`config.mk`:
```
export PLATFORM = sky130hd
export DESIGN_NAME = mem_bus_rr_arbiter_flat
export DESIGN_NICKNAME = d
export VERILOG_FILES = /design/src/rtl/mem_bus_rr_arbiter_if.sv /design/src/rtl/mem_bus_rr_arbiter.sv /design/src/flat_wrapper.sv
export SDC_FILE = /design/constraint.sdc
export NUM_CORES = 1
export LEC_CHECK = 0
export BUFFER_PORTS_ARGS = -buffer_cell sky130_fd_sc_hd__buf_2
export CORE_AREA = 2 2 124 126
export DETAILED_ROUTE_END_ITERATION = 8
export DIE_AREA = 0 0 126 128
export PLACE_DENSITY_LB_ADDON = 0.25
export SYNTH_ARGS = -nofsm -noshare
export SYNTH_HDL_FRONTEND = slang
export SYNTH_SLANG_ARGS = --single-unit
```
`constraint.sdc`:
```
create_clock -name clk_i -period 1.5 [get_ports clk_i]
set_input_delay 0.15 -clock clk_i [delete_from_list [all_inputs] [get_ports clk_i]]
set_output_delay 0.15 -clock clk_i [all_outputs]
set_load 0.005 [all_outputs]
```
`src/rtl/mem_bus_rr_arbiter_if.sv`:
```
// Signal bundle between the two bus masters, the round-robin arbiter and the
// single merged memory bus. The arbiter uses the slave modport; the
// environment (masters plus memory) uses the master modport.
interface mem_bus_rr_arbiter_if;
   // master 0: CPU merged port
   logic        m0_rd_i;
   logic        m0_wr_i;
   logic [31:0] m0_addr_i;
   logic [31:0] m0_data_i;
   logic [3:0]  m0_bsel_i;
   logic        m0_ready_o;
   logic [31:0] m0_data_o;
   logic        m0_err_o;

   // master 1: DMA / debug
   logic        m1_rd_i;
   logic        m1_wr_i;
   logic [31:0] m1_addr_i;
   logic [31:0] m1_data_i;
   logic [3:0]  m1_bsel_i;
   logic        m1_ready_o;
   logic [31:0] m1_data_o;
   logic        m1_err_o;

   // merged memory bus
   logic        mem_ready_i;
   logic [31:0] mem_data_i;
   logic        mem_rd_o;
   logic        mem_wr_o;
   logic [31:0] mem_addr_o;
   logic [31:0] mem_data_o;
   logic [3:0]  mem_bsel_o;

   // current bus owner, one-hot
   logic [1:0]  grant_o;

   modport slave (
      input  m0_rd_i, m0_wr_i, m0_addr_i, m0_data_i, m0_bsel_i,
      output m0_ready_o, m0_data_o, m0_err_o,
      input  m1_rd_i, m1_wr_i, m1_addr_i, m1_data_i, m1_bsel_i,
      output m1_ready_o, m1_data_o, m1_err_o,
      input  mem_ready_i, mem_data_i,
      output mem_rd_o, mem_wr_o, mem_addr_o, mem_data_o, mem_bsel_o,
      output grant_o
   );

   modport master (
      output m0_rd_i, m0_wr_i, m0_addr_i, m0_data_i, m0_bsel_i,
      input  m0_ready_o, m0_data_o, m0_err_o,
      output m1_rd_i, m1_wr_i, m1_addr_i, m1_data_i, m1_bsel_i,
      input  m1_ready_o, m1_data_o, m1_err_o,
      output mem_ready_i, mem_data_i,
      input  mem_rd_o, mem_wr_o, mem_addr_o, mem_data_o, mem_bsel_o,
      input  grant_o
   );
endinterface

```
`src/rtl/mem_bus_rr_arbiter.sv`:
```
// Two-master round-robin arbiter for the merged memory bus. One transaction
// at a time: IDLE picks a master, BUSY holds the registered bus request until
// the memory answers or the timeout fires, RESP returns a one-cycle response
// to the owner. A request with both rd and wr set never reaches the bus and
// is answered with an error.
module mem_bus_rr_arbiter #(
   parameter int unsigned TIMEOUT_CYCLES = 256,
   parameter logic [31:0] ERR_DATA       = 32'h0000_0000
) (
   input  logic                 clk_i,
   input  logic                 rst_i,
   mem_bus_rr_arbiter_if.slave  bus
);

   typedef enum logic [1:0] {
      S_IDLE = 2'd0,
      S_BUSY = 2'd1,
      S_RESP = 2'd2
   } state_e;

   // Counter only needs to reach TIMEOUT_CYCLES-1; with the timeout off it
   // just wraps and is never looked at.
   localparam int unsigned CNT_W = (TIMEOUT_CYCLES > 1) ? $clog2(TIMEOUT_CYCLES) : 1;
   localparam bit TIMEOUT_EN = (TIMEOUT_CYCLES != 0);
   localparam logic [CNT_W-1:0] CNT_LAST =
      TIMEOUT_EN ? CNT_W'(TIMEOUT_CYCLES - 1) : '0;

   state_e            state_q, state_d;
   logic              last_grant_q, last_grant_d;   // index of the last granted master
   logic [CNT_W-1:0]  cnt_q, cnt_d;
   logic [1:0]        grant_q, grant_d;
   logic              mem_rd_q, mem_rd_d;
   logic              mem_wr_q, mem_wr_d;
   logic [31:0]       mem_addr_q, mem_addr_d;
   logic [31:0]       mem_wdata_q, mem_wdata_d;
   logic [3:0]        mem_bsel_q, mem_bsel_d;
   logic [1:0]        rsp_ready_q, rsp_ready_d;     // one-hot, only set in RESP
   logic              rsp_err_q, rsp_err_d;
   logic [31:0]       rsp_data_q, rsp_data_d;

   logic              req0, req1;
   logic              win;
   logic [1:0]        win_onehot;
   logic              sel_rd, sel_wr;
   logic [31:0]       sel_addr, sel_wdata;
   logic [3:0]        sel_bsel;
   logic              timeout_hit;

   assign req0 = bus.m0_rd_i | bus.m0_wr_i;
   assign req1 = bus.m1_rd_i | bus.m1_wr_i;

   // Winner of the current IDLE cycle; a tie goes to the master not granted last.
   always_comb begin
      win = 1'b0;
      if (req0 && req1) begin
         win = ~last_grant_q;
      end else if (req1) begin
         win = 1'b1;
      end
   end

   assign win_onehot = win ? 2'b10 : 2'b01;
   assign sel_rd     = win ? bus.m1_rd_i   : bus.m0_rd_i;
   assign sel_wr     = win ? bus.m1_wr_i   : bus.m0_wr_i;
   assign sel_addr   = win ? bus.m1_addr_i : bus.m0_addr_i;
   assign sel_wdata  = win ? bus.m1_data_i : bus.m0_data_i;
   assign sel_bsel   = win ? bus.m1_bsel_i : bus.m0_bsel_i;

   assign timeout_hit = TIMEOUT_EN && (cnt_q == CNT_LAST);

   // Next-state and registered-output logic of the IDLE/BUSY/RESP sequencer.
   always_comb begin
      state_d      = state_q;
      last_grant_d = last_grant_q;
      cnt_d        = cnt_q;
      grant_d      = grant_q;
      mem_rd_d     = mem_rd_q;
      mem_wr_d     = mem_wr_q;
      mem_addr_d   = mem_addr_q;
      mem_wdata_d  = mem_wdata_q;
      mem_bsel_d   = mem_bsel_q;
      rsp_ready_d  = 2'b00;
      rsp_err_d    = 1'b0;
      rsp_data_d   = '0;

      unique case (state_q)
         S_IDLE: begin
            if (req0 || req1) begin
               grant_d      = win_onehot;
               last_grant_d = win;
               cnt_d        = '0;
               if (sel_rd && sel_wr) begin
                  // Illegal request: answer at once, bus stays untouched.
                  rsp_ready_d = win_onehot;
                  rsp_err_d   = 1'b1;
                  rsp_data_d  = ERR_DATA;
                  state_d     = S_RESP;
               end else begin
                  mem_rd_d    = sel_rd;
                  mem_wr_d    = sel_wr;
                  mem_addr_d  = sel_addr;
                  mem_wdata_d = sel_wdata;
                  mem_bsel_d  = sel_bsel;
                  state_d     = S_BUSY;
               end
            end
         end

         S_BUSY: begin
            cnt_d = cnt_q + 1'b1;
            // A memory answer in the timeout cycle still counts as success.
            if (bus.mem_ready_i) begin
               mem_rd_d    = 1'b0;
               mem_wr_d    = 1'b0;
               rsp_ready_d = grant_q;
               rsp_data_d  = mem_rd_q ? bus.mem_data_i : ERR_DATA;
               state_d     = S_RESP;
            end else if (timeout_hit) begin
               mem_rd_d    = 1'b0;
               mem_wr_d    = 1'b0;
               rsp_ready_d = grant_q;
               rsp_err_d   = 1'b1;
               rsp_data_d  = ERR_DATA;
               state_d     = S_RESP;
            end
         end

         S_RESP: begin
            grant_d = 2'b00;
            state_d = S_IDLE;
         end

         default: begin
            grant_d  = 2'b00;
            mem_rd_d = 1'b0;
            mem_wr_d = 1'b0;
            state_d  = S_IDLE;
         end
      endcase
   end

   // State and bus registers; reset drops any transaction in flight without a response.
   always_ff @(posedge clk_i) begin
      if (rst_i) begin
         state_q      <= S_IDLE;
         last_grant_q <= 1'b1;
         cnt_q        <= '0;
         grant_q      <= 2'b00;
         mem_rd_q     <= 1'b0;
         mem_wr_q     <= 1'b0;
         mem_addr_q   <= '0;
         mem_wdata_q  <= '0;
         mem_bsel_q   <= '0;
         rsp_ready_q  <= 2'b00;
         rsp_err_q    <= 1'b0;
         rsp_data_q   <= '0;
      end else begin
         state_q      <= state_d;
         last_grant_q <= last_grant_d;
         cnt_q        <= cnt_d;
         grant_q      <= grant_d;
         mem_rd_q     <= mem_rd_d;
         mem_wr_q     <= mem_wr_d;
         mem_addr_q   <= mem_addr_d;
         mem_wdata_q  <= mem_wdata_d;
         mem_bsel_q   <= mem_bsel_d;
         rsp_ready_q  <= rsp_ready_d;
         rsp_err_q    <= rsp_err_d;
         rsp_data_q   <= rsp_data_d;
      end
   end

   assign bus.mem_rd_o   = mem_rd_q;
   assign bus.mem_wr_o   = mem_wr_q;
   assign bus.mem_addr_o = mem_addr_q;
   assign bus.mem_data_o = mem_wdata_q;
   assign bus.mem_bsel_o = mem_bsel_q;
   assign bus.grant_o    = grant_q;

   // Response is routed to the owner only; the other master sees zeros.
   assign bus.m0_ready_o = rsp_ready_q[0];
   assign bus.m0_err_o   = rsp_ready_q[0] & rsp_err_q;
   assign bus.m0_data_o  = rsp_ready_q[0] ? rsp_data_q : '0;
   assign bus.m1_ready_o = rsp_ready_q[1];
   assign bus.m1_err_o   = rsp_ready_q[1] & rsp_err_q;
   assign bus.m1_data_o  = rsp_ready_q[1] ? rsp_data_q : '0;

endmodule
```
`src/flat_wrapper.sv`:
```
// flat-port wrapper written by rule: the top's interface ports become plain ports
module mem_bus_rr_arbiter_flat 
#(
   parameter int unsigned TIMEOUT_CYCLES = 256,
   parameter logic [31:0] ERR_DATA       = 32'h0000_0000
)
  (clk_i, rst_i, bus_m0_rd_i, bus_m0_wr_i, bus_m0_addr_i, bus_m0_data_i, bus_m0_bsel_i, bus_m0_ready_o, bus_m0_data_o, bus_m0_err_o, bus_m1_rd_i, bus_m1_wr_i, bus_m1_addr_i, bus_m1_data_i, bus_m1_bsel_i, bus_m1_ready_o, bus_m1_data_o, bus_m1_err_o, bus_mem_ready_i, bus_mem_data_i, bus_mem_rd_o, bus_mem_wr_o, bus_mem_addr_o, bus_mem_data_o, bus_mem_bsel_o, bus_grant_o);
  mem_bus_rr_arbiter_if bus_i ();
  input  logic clk_i;
  input  logic rst_i;
  input wire logic [$bits(bus_i.m0_rd_i)-1:0] bus_m0_rd_i;
  input wire logic [$bits(bus_i.m0_wr_i)-1:0] bus_m0_wr_i;
  input wire logic [$bits(bus_i.m0_addr_i)-1:0] bus_m0_addr_i;
  input wire logic [$bits(bus_i.m0_data_i)-1:0] bus_m0_data_i;
  input wire logic [$bits(bus_i.m0_bsel_i)-1:0] bus_m0_bsel_i;
  output wire logic [$bits(bus_i.m0_ready_o)-1:0] bus_m0_ready_o;
  output wire logic [$bits(bus_i.m0_data_o)-1:0] bus_m0_data_o;
  output wire logic [$bits(bus_i.m0_err_o)-1:0] bus_m0_err_o;
  input wire logic [$bits(bus_i.m1_rd_i)-1:0] bus_m1_rd_i;
  input wire logic [$bits(bus_i.m1_wr_i)-1:0] bus_m1_wr_i;
  input wire logic [$bits(bus_i.m1_addr_i)-1:0] bus_m1_addr_i;
  input wire logic [$bits(bus_i.m1_data_i)-1:0] bus_m1_data_i;
  input wire logic [$bits(bus_i.m1_bsel_i)-1:0] bus_m1_bsel_i;
  output wire logic [$bits(bus_i.m1_ready_o)-1:0] bus_m1_ready_o;
  output wire logic [$bits(bus_i.m1_data_o)-1:0] bus_m1_data_o;
  output wire logic [$bits(bus_i.m1_err_o)-1:0] bus_m1_err_o;
  input wire logic [$bits(bus_i.mem_ready_i)-1:0] bus_mem_ready_i;
  input wire logic [$bits(bus_i.mem_data_i)-1:0] bus_mem_data_i;
  output wire logic [$bits(bus_i.mem_rd_o)-1:0] bus_mem_rd_o;
  output wire logic [$bits(bus_i.mem_wr_o)-1:0] bus_mem_wr_o;
  output wire logic [$bits(bus_i.mem_addr_o)-1:0] bus_mem_addr_o;
  output wire logic [$bits(bus_i.mem_data_o)-1:0] bus_mem_data_o;
  output wire logic [$bits(bus_i.mem_bsel_o)-1:0] bus_mem_bsel_o;
  output wire logic [$bits(bus_i.grant_o)-1:0] bus_grant_o;
  assign bus_i.m0_rd_i = bus_m0_rd_i;
  assign bus_i.m0_wr_i = bus_m0_wr_i;
  assign bus_i.m0_addr_i = bus_m0_addr_i;
  assign bus_i.m0_data_i = bus_m0_data_i;
  assign bus_i.m0_bsel_i = bus_m0_bsel_i;
  assign bus_m0_ready_o = bus_i.m0_ready_o;
  assign bus_m0_data_o = bus_i.m0_data_o;
  assign bus_m0_err_o = bus_i.m0_err_o;
  assign bus_i.m1_rd_i = bus_m1_rd_i;
  assign bus_i.m1_wr_i = bus_m1_wr_i;
  assign bus_i.m1_addr_i = bus_m1_addr_i;
  assign bus_i.m1_data_i = bus_m1_data_i;
  assign bus_i.m1_bsel_i = bus_m1_bsel_i;
  assign bus_m1_ready_o = bus_i.m1_ready_o;
  assign bus_m1_data_o = bus_i.m1_data_o;
  assign bus_m1_err_o = bus_i.m1_err_o;
  assign bus_i.mem_ready_i = bus_mem_ready_i;
  assign bus_i.mem_data_i = bus_mem_data_i;
  assign bus_mem_rd_o = bus_i.mem_rd_o;
  assign bus_mem_wr_o = bus_i.mem_wr_o;
  assign bus_mem_addr_o = bus_i.mem_addr_o;
  assign bus_mem_data_o = bus_i.mem_data_o;
  assign bus_mem_bsel_o = bus_i.mem_bsel_o;
  assign bus_grant_o = bus_i.grant_o;
  mem_bus_rr_arbiter #(.TIMEOUT_CYCLES(TIMEOUT_CYCLES), .ERR_DATA(ERR_DATA)) u_core (.clk_i(clk_i), .rst_i(rst_i), .bus(bus_i));
endmodule
```
* Yosys cells after proc, flatten, opt, wreduce, memory -nomap -nowiden *
Cells that the tools add are included.
W data, S select, Z words.

storage, ports and cells
  flip-flop bits (word level) = 118
  bits in latches = 0
  memory bits (writable) = 0
  bits in read-only memories = 0
  input bits = 175
  output and inout port bits = 140
  logic and storage cells = 78
  memories = 0

operators by class
  $add $sub $neg = 1
  multipliers = 0
  div/mod/pow operators = 0
  magnitude comparators = 0
  eq/ne operators = 6
  shift-type cells = 0
  muxes and demuxes = 37
  bitwise operators = 10
  reduce and logical (&&, ||, !) cells = 12

operators by type and width
  kind                   number
  $mux W32               4
  $mux W2                10
  $pmux W8 S2            1
  $mux W1                14
  $pmux W2 S2            3
  $add A8 B1 Y8 const B  1
  $eq A8 B8 Y1 const B   1
  $mux W8                1
  $reduce_and A2 Y1      4
  $not A1 Y1             6
  $pmux W1 S3            2
  $mux W4                1
  $reduce_and A4 Y1      1
  $reduce_or A4 Y1       1
  $ne A3 B2 Y1 const B   1
  $reduce_and A3 Y1      1
  $and A1 B1 Y1          2
  $eq A2 B1 Y1 const B   1
  $eq A2 B2 Y1 const B   1
  $logic_and A1 B1 Y1    2
  $logic_not A2 Y1       1
  $ne A2 B1 Y1 const B   1
  $ne A2 B2 Y1 const B   1
  $or A1 B1 Y1           2
  3 further kinds        3

* Depth between registers and ports, before layout *
Gate-level depths: netlist of run 1.

  depth in word-level cells = 8
  mapped depth = 8
  depth with buffers taken out = 5

* Worst setup path before layout of run 1 *
OpenSTA, ideal clock, no wires.

  path kind = flip-flop to flip-flop
  start = register u_core.state_q[0]
  end = register u_core.mem_rd_q, in the netlist u_core.bus.mem_rd_o
  setup time = 121 ps
  arrival = 1,477 ps
  required time = 1,379 ps
  setup slack = -97 ps
  stages on the path, launching flop included = 6
  cell sequence = dfxtp_1 -> buf_2 -> nor2b_1 -> o211ai_1 -> o211ai_1 -> mux2_2

between the ends
  longest elaborated chain between the ends = 3

RTL lines
  what                                                         RTL line                   RTL
  from (decl)                                                  mem_bus_rr_arbiter.sv:28   state_e state_q, state_d;
  from (signal assigned)                                       mem_bus_rr_arbiter.sv:158  state_q <= state_d;
  $eq A2 B1 Y1, or another cell as far along                   mem_bus_rr_arbiter.sv:86   unique case (state_q)
  $ne A3 B2 Y1 (no source line), or another cell as far along  --
  $reduce_and A4 Y1 (no source line)                           --
  to (signal assigned)                                         mem_bus_rr_arbiter.sv:162  mem_rd_q <= mem_rd_d;
  to (decl)                                                    mem_bus_rr_arbiter.sv:32   logic mem_rd_q, mem_rd_d;

Parallel ways exist; a longest one is shown, timed or not.
A chain may end at the register's enable or synchronous reset.

* Worst setup path after layout of run 1 *
  start = register u_core.last_grant_q
  end = register u_core.mem_wdata_q[8], in the netlist u_core.bus.mem_data_o[8]

between the ends
  longest elaborated chain between the ends = 6

RTL lines
  what                                RTL line                                            RTL
  from (decl)                         mem_bus_rr_arbiter.sv:29                            logic last_grant_q, last_grant_d;
  from (signal assigned)              mem_bus_rr_arbiter.sv:159                           last_grant_q <= last_grant_d;
  $not A1 Y1 (*)                      mem_bus_rr_arbiter.sv:56                            win = ~last_grant_q;
  $mux W1 (*)                         mem_bus_rr_arbiter.sv:55                            if (req0 && req1) begin
  $mux W1 (on tied branches)          mem_bus_rr_arbiter.sv:63, mem_bus_rr_arbiter.sv:64
  $logic_and A1 B1 Y1                 mem_bus_rr_arbiter.sv:92                            if (sel_rd && sel_wr) begin
  $not A1 Y1 (no source line)         --
  $reduce_and A3 Y1 (no source line)  --
  to (signal assigned)                mem_bus_rr_arbiter.sv:165                           mem_wdata_q <= mem_wdata_d;
  to (decl)                           mem_bus_rr_arbiter.sv:35                            logic [31:0] mem_wdata_q, mem_wdata_d;

Mark *: on every way between the ends. The rest lies on a longest branch, timed or not.

==> results.txt, run 1 <==
Mapped Cells = 567
Number of synthesized flops with an enable pin = 0
First-pass GRT wire length = 26,100 um
Post-Syn Nets = 743
Dpl cell area = 0.00749 sq mm
Synth-to-Final Area Change = 62.6%
Clock Tree Buf Depth = 2
Synth async-reset ratio = 0
Slew HR = 0.589
Most frequent cells in the layout = 313 x buf_2, 112 x dfxtp_1, 100 x and2_1
Total Power = 11.2 mW
Rows = 45
Die footprint = 0.0161 sq mm
I/O pin count = 315
Synth cell types = 46
CP peak stage delay = 0.34 ns
CP max-delay cell = dfxtp_2
Vert. Die Dim = 128 um
CP max FO = 8
Max_cap viols = 0
Synth Area per Inst = 9.65 sq um
Die Width = 126 um
Wire per inst = 15.5 um
Net count, final = 1,111
Final Max Tran Viols = 0
Worst Hold Class = primary input to register
Core area = 0.0149 sq mm
DRC viols = 0
Setup Viol. Count Final = 41
PnR worst setup slack = -0.0463 ns
RSZ-0062 raised after global routing = true
Initial Util = 0.368
Final instance area = 0.00889 sq mm
Drt pass-1 iters = 4
Fmax = 647 MHz
DR vias = 5,577
Dpl hpwl = 11,900 um
Antenna viol nets, final = 0
Post-Syn Area = 0.00547 sq mm
CTS clk-pin slew, worst paths = 0.05 ns
PwrDens = 1260 mW/mm^2
Worst Tran Pin Value = 0.617 ns
Crit-path cells = o21bai_4, a32oi_4, and2_4, buf_12, clkbuf_16, a211oi_1
Routed vias/inst = 4.92
Synthesized flop and latch total = 118
Non-filler cells, final = 1,134
CTS tree = yes
Worst Setup End Kind = register
Top_reg_cell synth = dfxtp_1
Cts bufs inserted = 17
GR Util All Layers = 0.203
Register area share after synthesis = 0.432
Tcrit/Tclk final = 1.03
Vias in the first global route = 5,278
Leakage = 4.24 nW
Largest net degree at the start of global routing = 48
Crit path arrival time = 1.81 ns
Commonest non-fill, non-tap cell in the layout = buf_2
CTS Root Buffer Type = clkbuf_16
Violated checks = setup timing
Minimum clock period = 1.55 ns
Proportion of layout cells with a drive suffix above 1 = 0.486
Filler Cell Count = 1,278
Final hold violation count = 0
CTS Sinks = 118
Worst skew pair latency = 0.41 ns
Clock Skew = 0.00762 ns
Grt total ovfl = 0
CP startpoint kind = register
Ant. Diodes = 0
Maximum vdd drop = 684 uV
Hold WS = 0.0783 ns
Max H-tree Level = 4
WP data required = 1.76 ns
# port buffers = 314
Status = finished with violations
Routability cong. = 0.823
Routed WL = 17,600 um
DP Cell Count = 1,057
YS warnings = 0
Antenna violations before repair = 0
Initial DRC count = 144
WS Path Type = register to register
## worst max-delay path, delay by kind of cell, from the launching register on
kind,cells,cell delay (ns)
compound gates,3,0.49
simple gates,1,0.27
buf+inv,2,0.30
flops,1,0.34
## final cells by class
class                           count  area, sq um  share of cell area
Multi-Input combinational cell    392         2980               0.335
Timing Repair Buffer              404         2710               0.305
Sequential cell                   118         2370               0.267
Inverter                            2         7.51            0.000844
Clock inverter                     10          130              0.0146
Tap cell                          188          235              0.0264
Clock buffer                       20          457              0.0513
## synth_stat cells, drive strengths merged, types with 2 or more instances
library cell | number | area [sq um]
nor2b | 3 | 18.8
mux2i | 69 | 691
or4 | 2 | 15.0
a21oi | 81 | 405
o211ai | 4 | 30.0
a31oi | 2 | 12.5
clkbuf | 19 | 72.6
a211oi | 70 | 631
dfxtp | 118 | 2360
and2 | 101 | 632
inv | 2 | 7.51
nand2b | 3 | 18.8
nor2 | 12 | 45.0
nand3 | 4 | 20.0
nor3b | 2 | 15.0
or2 | 2 | 12.5
nand4 | 2 | 12.5
nand2 | 6 | 22.5
and3 | 3 | 18.8
a22oi | 2 | 15.0
o21ai | 5 | 28.8
nor4 | 2 | 27.5
buf | 36 | 213
mux2 | 2 | 22.5
or3 | 2 | 12.5
## metal layers
layer  global-route usage  vias to the layer above  share of wire
li1                     -                     2777              -
met1                0.235                     2560           0.41
met2                0.358                      223           0.52
met3               0.0568                       17          0.065
met4               0.0789                        0          0.013
met5                    0                        -              0
## sequential cells by signal (all words and copies together), names as in the netlist
signal / cells
u_core.bus.grant_o: 2
u_core.bus.mem_addr_o: 32
u_core.bus.mem_bsel_o: 4
u_core.bus.mem_data_o: 32
u_core.bus.mem_rd_o: 1
u_core.bus.mem_wr_o: 1
u_core.cnt_q: 8
u_core.last_grant_q: 1
u_core.rsp_data_q: 32
u_core.rsp_err_q: 1
u_core.rsp_ready_q: 2
u_core.state_q: 2
## per-stage QoR
step,utilization,TNS (ns),setup slack [ns]
2_1_floorplan,-,0,0.0130
3_3_place_gp,0.504,-2.61,-0.0712
3_5_place_dp,0.504,-3.72,-0.146
4_1_cts,0.572,-3.22,-0.0815
5_1_grt,0.598,-3.18,-0.118
6_report,0.598,-0.956,-0.0463
## power breakdown
group | internal, mW | switching, mW
combinational | 1.78 | 1.61
sequential | 3.56 | 0.225
clock | 2.66 | 1.38
total | 7.99 | 3.22
## path summary, 6_finish.rpt
check,slack [ns],cells after the start,from,endpoint
max,-0.05,6,u_core.last_grant_q$_SDFFE_PP1P_,u_core.bus.mem_data_o[8]$_SDFFE_PP0P_
min,0.08,3,bus_m0_data_i[9],u_core.bus.mem_data_o[9]$_SDFFE_PP0P_
max reg2reg,-0.05,6,u_core.last_grant_q$_SDFFE_PP1P_,u_core.bus.mem_data_o[8]$_SDFFE_PP0P_
min reg2reg,0.49,2,u_core.bus.mem_wr_o$_SDFFE_PP0P_,u_core.bus.mem_wr_o$_SDFFE_PP0P_
## kinds of logic after synthesis
| logic type | Yosys count | share of synthesized area |
|---|---|---|
| AOI/OAI and AO/OA | 172 | 0.217 |
| xor gates and xnor gates | 1 | 0.00160 |
| adders and majority gates | 1 | 0.00229 |
| buffers and inverters | 57 | 0.0535 |
| DFF | 118 | 0.432 |
| muxes | 71 | 0.130 |
| and+or+nand+nor | 147 | 0.163 |
## timing repair
action / 4_1_cts / 5_1_grt
gates resized for setup: 8 / 40
pin swaps: 2 / 9
buffers inserted: 1 / 4
cloned: 2 / 7
hold endpoints to repair: 38 / 1
endpoints found under the setup margin: 69 / 81
hold buffers: 32 / 1
No activity file was read; power rests on OpenSTA's default activity.
==> inputs of run 2 (changes only) <==
- CORE_AREA: 2 2 124 126 -> unset
- CORE_ASPECT_RATIO: unset -> 2
- CORE_MARGIN: unset -> 2
- CORE_UTILIZATION: unset -> 25
- DIE_AREA: 0 0 126 128 -> unset
- PLACE_DENSITY: unset -> 0.5
- PLACE_DENSITY_LB_ADDON: 0.25 -> unset
- SKIP_CTS_REPAIR_TIMING: unset -> 1
==> run 2 against run 1 <==
  * First-iteration DRC count shrank 19%
  * The run still ends with setup timing left
  * Largest power group unchanged
  * Combinational power is essentially flat
  * Sequential power is essentially flat
  * Clock power grew 1%
  * Final cell count grew 8.3%
  * Worst setup slack gained 0.012 ns
  * Die area grew 44%
  * Hold slack lost 0.0063 ns
  * Clock skew shrank 0.00066 ns
  * Total power grew 0.48%
==> results.txt, run 2 (same netlist as run 1, synthesis figures left out) <==
Vias in the first global route = 5,101 (was 5,278)
CTS Sinks = 118 (unchanged)
Total Power = 11.3 mW (was 11.2 mW)
CP startpoint kind = register (unchanged)
Core area = 0.0215 sq mm (was 0.0149 sq mm)
CTS tree = yes (unchanged)
CP Buf/Inv Count = 1 (was 2)
Tcrit/Tclk final = 1.02 (was 1.03)
RSZ-0062 raised after global routing = true (unchanged)
Die footprint = 0.0231 sq mm (was 0.0161 sq mm)
DR vias = 5,627 (was 5,577)
Routability cong. = 0.774 (was 0.823)
Crit path arrival time = 1.80 ns (was 1.81 ns)
Slew HR = 0.646 (was 0.589)
WS Path Type = register to register (unchanged)
Psw = 3.47 mW (was 3.22 mW)
Antenna violations before repair = 0 (unchanged)
CTS Root Buffer Type = clkbuf_16 (unchanged)
Hold WS = 0.0721 ns (was 0.0783 ns)
Maximum vdd drop = 770 uV (was 684 uV)
DRC viols = 0 (unchanged)
Rows = 76 (was 45)
Setup crit start = u_core.last_grant_q$_SDFFE_PP1P_ (unchanged)
DP Cell Count = 1,148 (was 1,057)
Drt pass-1 iters = 4 (unchanged)
I/O pin count = 315 (unchanged)
Dpl hpwl = 13,500 um (was 11,900 um)
Leakage = 4.25 nW (was 4.24 nW)
Reg2reg end = u_core.bus.mem_data_o[0]$_SDFFE_PP0P_ (was u_core.bus.mem_data_o[8]$_SDFFE_PP0P_)
Sequential share of power = 0.337 (about the same)
CP peak stage delay = 0.37 ns (was 0.34 ns)
Wire per inst = 16.4 um (was 15.5 um)
R2R Path Start = u_core.last_grant_q$_SDFFE_PP1P_ (unchanged)
GR Util All Layers = 0.149 (was 0.203)
Status = finished with violations (unchanged)
Worst skew pair latency = 0.41 ns (about the same)
CTS clk-pin slew, worst paths = 0.06 ns (was 0.05 ns)
Minimum clock period = 1.53 ns (was 1.55 ns)
Routed vias/inst = 4.58 (was 4.92)
Setup Viol. Count Final = 48 (was 41)
Largest net degree at the start of global routing = 46 (was 48)
Clock Skew = 0.00697 ns (was 0.00762 ns)
Finished Core Util = 0.423 (was 0.598)
Worst R2R Setup Slack = -0.03 ns (was -0.05 ns)
Violated checks = setup timing (unchanged)
Worst Setup EP = u_core.bus.mem_data_o[0]$_SDFFE_PP0P_ (was u_core.bus.mem_data_o[8]$_SDFFE_PP0P_)
Ant. Diodes = 0 (unchanged)
PnR worst setup slack = -0.0348 ns (was -0.0463 ns)
Die Width = 109 um (was 126 um)
Initial Util = 0.254 (was 0.368)
Switch share = 0.308 (was 0.287)
Max_cap viols = 0 (unchanged)
Cts bufs inserted = 17 (unchanged)
Clock Tree Buf Depth = 2 (unchanged)
Non-filler cells, final = 1,228 (was 1,134)
WP data required = 1.77 ns (was 1.76 ns)
Grt total ovfl = 0 (unchanged)
PwrDens = 1240 mW/mm^2 (was 1260 mW/mm^2)
Worst path depth = 5 (was 6)
Antenna viol nets, final = 0 (unchanged)
Crit-path cells = o21bai_4, a32oi_4, and2_4, buf_12, a211oi_1 (was o21bai_4, a32oi_4, and2_4, buf_12, clkbuf_16, a211oi_1)
Synth-to-Final Area Change = 66.4% (was 62.6%)
Vert. Die Dim = 213 um (was 128 um)
Dpl cell area = 0.00764 sq mm (was 0.00749 sq mm)
Cell depth of the worst flop-to-flop path = 5 (was 6)
Most frequent cells in the layout = 313 x buf_2, 113 x dfxtp_1, 100 x and2_1 (was 313 x buf_2, 112 x dfxtp_1, 100 x and2_1)
Worst Setup End Kind = register (unchanged)
Largest delay contributor family on the critical path = compound AO/OA/AOI/OAI gates (unchanged)
CP max FO = 31 (was 8)
Final Max Tran Viols = 0 (unchanged)
Worst Hold Class = primary input to register (unchanged)
Final hold violation count = 0 (unchanged)
Initial DRC count = 117 (was 144)
Internal power = 7.79 mW (was 8.00 mW)
Routed WL = 20,100 um (was 17,600 um)
Commonest non-fill, non-tap cell in the layout = buf_2 (unchanged)
Net count, final = 1,118 (was 1,111)
First-pass GRT wire length = 26,500 um (was 26,100 um)
Proportion of layout cells with a drive suffix above 1 = 0.506 (was 0.486)
Comb power frac = 0.300 (was 0.302)
Final instance area = 0.00910 sq mm (was 0.00889 sq mm)
Fmax = 652 MHz (was 647 MHz)
CP max-delay cell = dfxtp_4 (was dfxtp_2)
Worst Tran Pin Value = 0.530 ns (was 0.617 ns)
Max H-tree Level = 4 (unchanged)
Clock power frac = 0.363 (was 0.360)
# port buffers = 314 (unchanged)
[run 2: how the worst min path moves through the flow]
stage,from,endpoint,slack (ns),depth (start not counted)
3_5_place_dp,bus_mem_data_i[1],u_core.rsp_data_q[1]$_SDFF_PP0_,0.35,2
3_3_place_gp,bus_mem_data_i[22],u_core.rsp_data_q[22]$_SDFF_PP0_,0.35,2
5_1_grt,bus_m0_addr_i[0],u_core.bus.mem_addr_o[0]$_SDFFE_PP0P_,0.06,3
6_report,bus_m0_data_i[30],u_core.bus.mem_data_o[30]$_SDFFE_PP0P_,0.07,3
4_1_cts,bus_mem_data_i[29],u_core.rsp_data_q[29]$_SDFF_PP0_,-0.09,2
2_1_floorplan,bus_mem_data_i[0],u_core.rsp_data_q[0]$_SDFF_PP0_,0.27,1
[run 2: power groups by stage]
stage	sequential [mW]	clock (mW)	combinational [mW]
floorplan	3.86	0	1.56
global placement	3.82	0	2.86
detailed placement	3.82	0	2.88
CTS	3.76	4.24	2.88
global route	3.85	4.37	3.66
finish	3.79	4.09	3.38
[run 2: area by class of cell]
type / instances / area (sq um)
sequential: 118 / 2380
fill: 2170 / 12400
multi-input combinational: 393 / 3040
clock inverter: 13 / 146
tap: 273 / 342
timing repair buffer: 410 / 2750
inverter: 2 / 7.51
clock buffer: 19 / 443
[run 2: worst register-to-register path: stages (launching register included)]
cell      delay (ns)
dfxtp_4         0.37
o21bai_4        0.18
a32oi_4         0.26
and2_4          0.26
buf_12          0.20
a211oi_1        0.12
[run 2: stage by stage]
stage | worst slack [ns] | setup TNS, ns
finish | -0.0348 | -0.767
global route | -0.0877 | -4.34
CTS | -0.139 | -4.53
detailed placement | -0.156 | -6.61
global placement | -0.125 | -6.16
floorplan | 0.0130 | 0
[run 2: layer usage]
metal | share of wire | global-route usage | routed length (um) | vias up
met5 | 0 | 0 | 0 | -
met4 | 0.018 | 0.0522 | 366 | 0
met3 | 0.071 | 0.0476 | 1430 | 26
met2 | 0.56 | 0.283 | 11200 | 252
met1 | 0.35 | 0.148 | 7120 | 2559
li1 | - | - | - | 2790
==> inputs of run 3 (changes only) <==
- PLACE_DENSITY: 0.5 -> 0.49
- clock period: 1.5 -> 1.7 ns (I/O delays scaled with it)
==> run 3 against run 2 <==
  * The run now ends clean
  * Critical path depth fell by 1
  * Register-to-register slack improved by 0.11 ns
  * Final area fell by 7.6%
  * Via count fell by 2.9%
  * Non-clock buffer count fell by 35
  * Global-route usage rose by 0.19 points
  * Routed wire length fell by 9.5%
  * Utilization fell by 3.2 points
  * Worst setup slack improved by 0.11 ns
  * Die area did not move
  * Critical path type unchanged
  * Highest routed layer is now met5
==> results.txt, run 3 (same netlist as run 1, synthesis figures left out) <==
Drt pass-1 iters = 4 (unchanged)
# port buffers = 314 (unchanged)
Dpl hpwl = 13,200 um (was 13,500 um)
First-pass GRT wire length = 26,900 um (was 26,500 um)
Total Power = 9.45 mW (was 11.3 mW)
CTS tree = yes (unchanged)
Grt total ovfl = 0 (unchanged)
Synth-to-Final Area Change = 53.7% (was 66.4%)
I/O pin count = 315 (unchanged)
Worst Setup End Kind = register (unchanged)
Core area = 0.0215 sq mm (unchanged)
Die Width = 109 um (unchanged)
CTS Sinks = 118 (unchanged)
Initial DRC count = 165 (was 117)
Finished Core Util = 0.391 (was 0.423)
Routed WL = 18,200 um (was 20,100 um)
Psw = 2.78 mW (was 3.47 mW)
Fmax = 617 MHz (was 652 MHz)
Proportion of layout cells with a drive suffix above 1 = 0.437 (was 0.506)
WP data required = 2.03 ns (was 1.77 ns)
Slew HR = 0.697 (was 0.646)
Worst Hold Class = primary input to register (unchanged)
CP startpoint kind = register (unchanged)
Vias in the first global route = 5,302 (was 5,101)
Final hold violation count = 0 (unchanged)
DP Cell Count = 1,127 (was 1,148)
Maximum vdd drop = 538 uV (was 770 uV)
Antenna viol nets, final = 0 (unchanged)
Cell depth of the worst flop-to-flop path = 4 (was 5)
Clock Tree Buf Depth = 2 (unchanged)
CTS Root Buffer Type = clkbuf_16 (unchanged)
Routability cong. = 0.769 (was 0.774)
CP max FO = 7 (was 31)
Leakage = 3.98 nW (was 4.25 nW)
PnR worst setup slack = 0.0784 ns (was -0.0348 ns)
Initial Util = 0.254 (unchanged)
Routed vias/inst = 4.58 (about the same)
Post-route setup TNS = 0 ns (was -0.767 ns)
Final Max Tran Viols = 0 (unchanged)
Clock power frac = 0.387 (was 0.363)
Minimum clock period = 1.62 ns (was 1.53 ns)
Final instance area = 0.00841 sq mm (was 0.00910 sq mm)
Wire per inst = 15.3 um (was 16.4 um)
DR vias = 5,464 (was 5,627)
PwrDens = 1120 mW/mm^2 (was 1240 mW/mm^2)
Internal power = 6.68 mW (was 7.79 mW)
Crit path arrival time = 1.95 ns (was 1.80 ns)
Rows = 76 (unchanged)
Switch share = 0.294 (was 0.308)
Most frequent cells in the layout = 313 x buf_2, 118 x dfxtp_1, 100 x and2_1 (was 313 x buf_2, 113 x dfxtp_1, 100 x and2_1)
Dpl cell area = 0.00745 sq mm (was 0.00764 sq mm)
CTS clk-pin slew, worst paths = 0.06 ns (about the same)
Status = completed (was finished with violations)
Setup Viol. Count Final = 0 (was 48)
Vert. Die Dim = 213 um (unchanged)
Comb power frac = 0.262 (was 0.300)
Ant. Diodes = 0 (unchanged)
Max_cap viols = 0 (unchanged)
Clock Skew = 0.00681 ns (was 0.00697 ns)
Commonest non-fill, non-tap cell in the layout = buf_2 (unchanged)
DRC viols = 0 (unchanged)
Worst Tran Pin Value = 0.455 ns (was 0.530 ns)
Net count, final = 1,082 (was 1,118)
Antenna violations before repair = 1 (was 0)
Max H-tree Level = 4 (unchanged)
Largest net degree at the start of global routing = 80 (was 46)
Cts bufs inserted = 17 (unchanged)
Non-filler cells, final = 1,192 (was 1,228)
Hold path cells = 3 (unchanged)
Sequential share of power = 0.351 (was 0.337)
GR Util All Layers = 0.151 (was 0.149)
Worst skew pair latency = 0.41 ns (about the same)
Tcrit/Tclk final = 0.954 (was 1.02)
Post-place setup slack = 0.0867 ns (was -0.156 ns)
WS Path Type = register to register (unchanged)
Hold WS = 0.0995 ns (was 0.0721 ns)
RSZ-0062 raised after global routing = false (was true)
Die footprint = 0.0231 sq mm (unchanged)
==> run 3: cell count changes in the layout (fill, tap and decap cells not counted), sizes merged <==
cell | previous run | this run
inv | 5 | 3
bufinv | 2 | 3
clkinv | 3 | 2
buf | 368 | 342
clkbuf | 29 | 22
o21a | 2 | 1
==> run 3: path summary, 6_finish.rpt <==
| path | to | start | slack [ns] |
|---|---|---|---|
| setup reg to reg | u_core.cnt_q[7]$_SDFFE_PP0P_ | u_core.state_q[0]$_SDFFE_PP0P_ | 0.08 |
| setup / recovery | u_core.cnt_q[7]$_SDFFE_PP0P_ | u_core.state_q[0]$_SDFFE_PP0P_ | 0.08 |
| hold / removal | u_core.bus.mem_data_o[16]$_SDFFE_PP0P_ | bus_m0_data_i[16] | 0.1 |
| hold reg to reg | u_core.bus.mem_wr_o$_SDFFE_PP0P_ | u_core.bus.mem_wr_o$_SDFFE_PP0P_ | 0.50 |
==> run 3: layout make-up <==
class	instances	area, sq um
Clock buffer	21	450
Inverter	2	7.51
Timing Repair Buffer	375	2240
Clock inverter	11	150
Fill cell	2275	13100
Tap cell	273	342
Multi-Input combinational cell	392	2850
Sequential cell	118	2360
==> run 3: power by group through the flow <==
stage	Sequential (mW)	Combinational [mW]	Clock (mW)
after floorplan	3.40	1.38	0
after global placement	3.37	2.43	0
after detailed placement	3.37	2.43	0
after CTS	3.32	2.43	3.80
after global routing	3.37	2.72	3.91
final	3.32	2.47	3.66
==> run 3: critical path, cell delays in order, from the launching register on <==
cell	delay (ns)
dfxtp_1	0.48
inv_1	0.13
a21o_1	0.19
or4_1	0.53
a211oi_2	0.22
==> run 3: per-layer routing <==
| metal | wire (um) | vias up | global-route usage |
|---|---|---|---|
| li1 | - | 2716 | - |
| met1 | 6510 | 2507 | 0.147 |
| met2 | 10300 | 220 | 0.289 |
| met3 | 1100 | 19 | 0.0421 |
| met4 | 327 | 2 | 0.0619 |
| met5 | 11 | - | 0 |
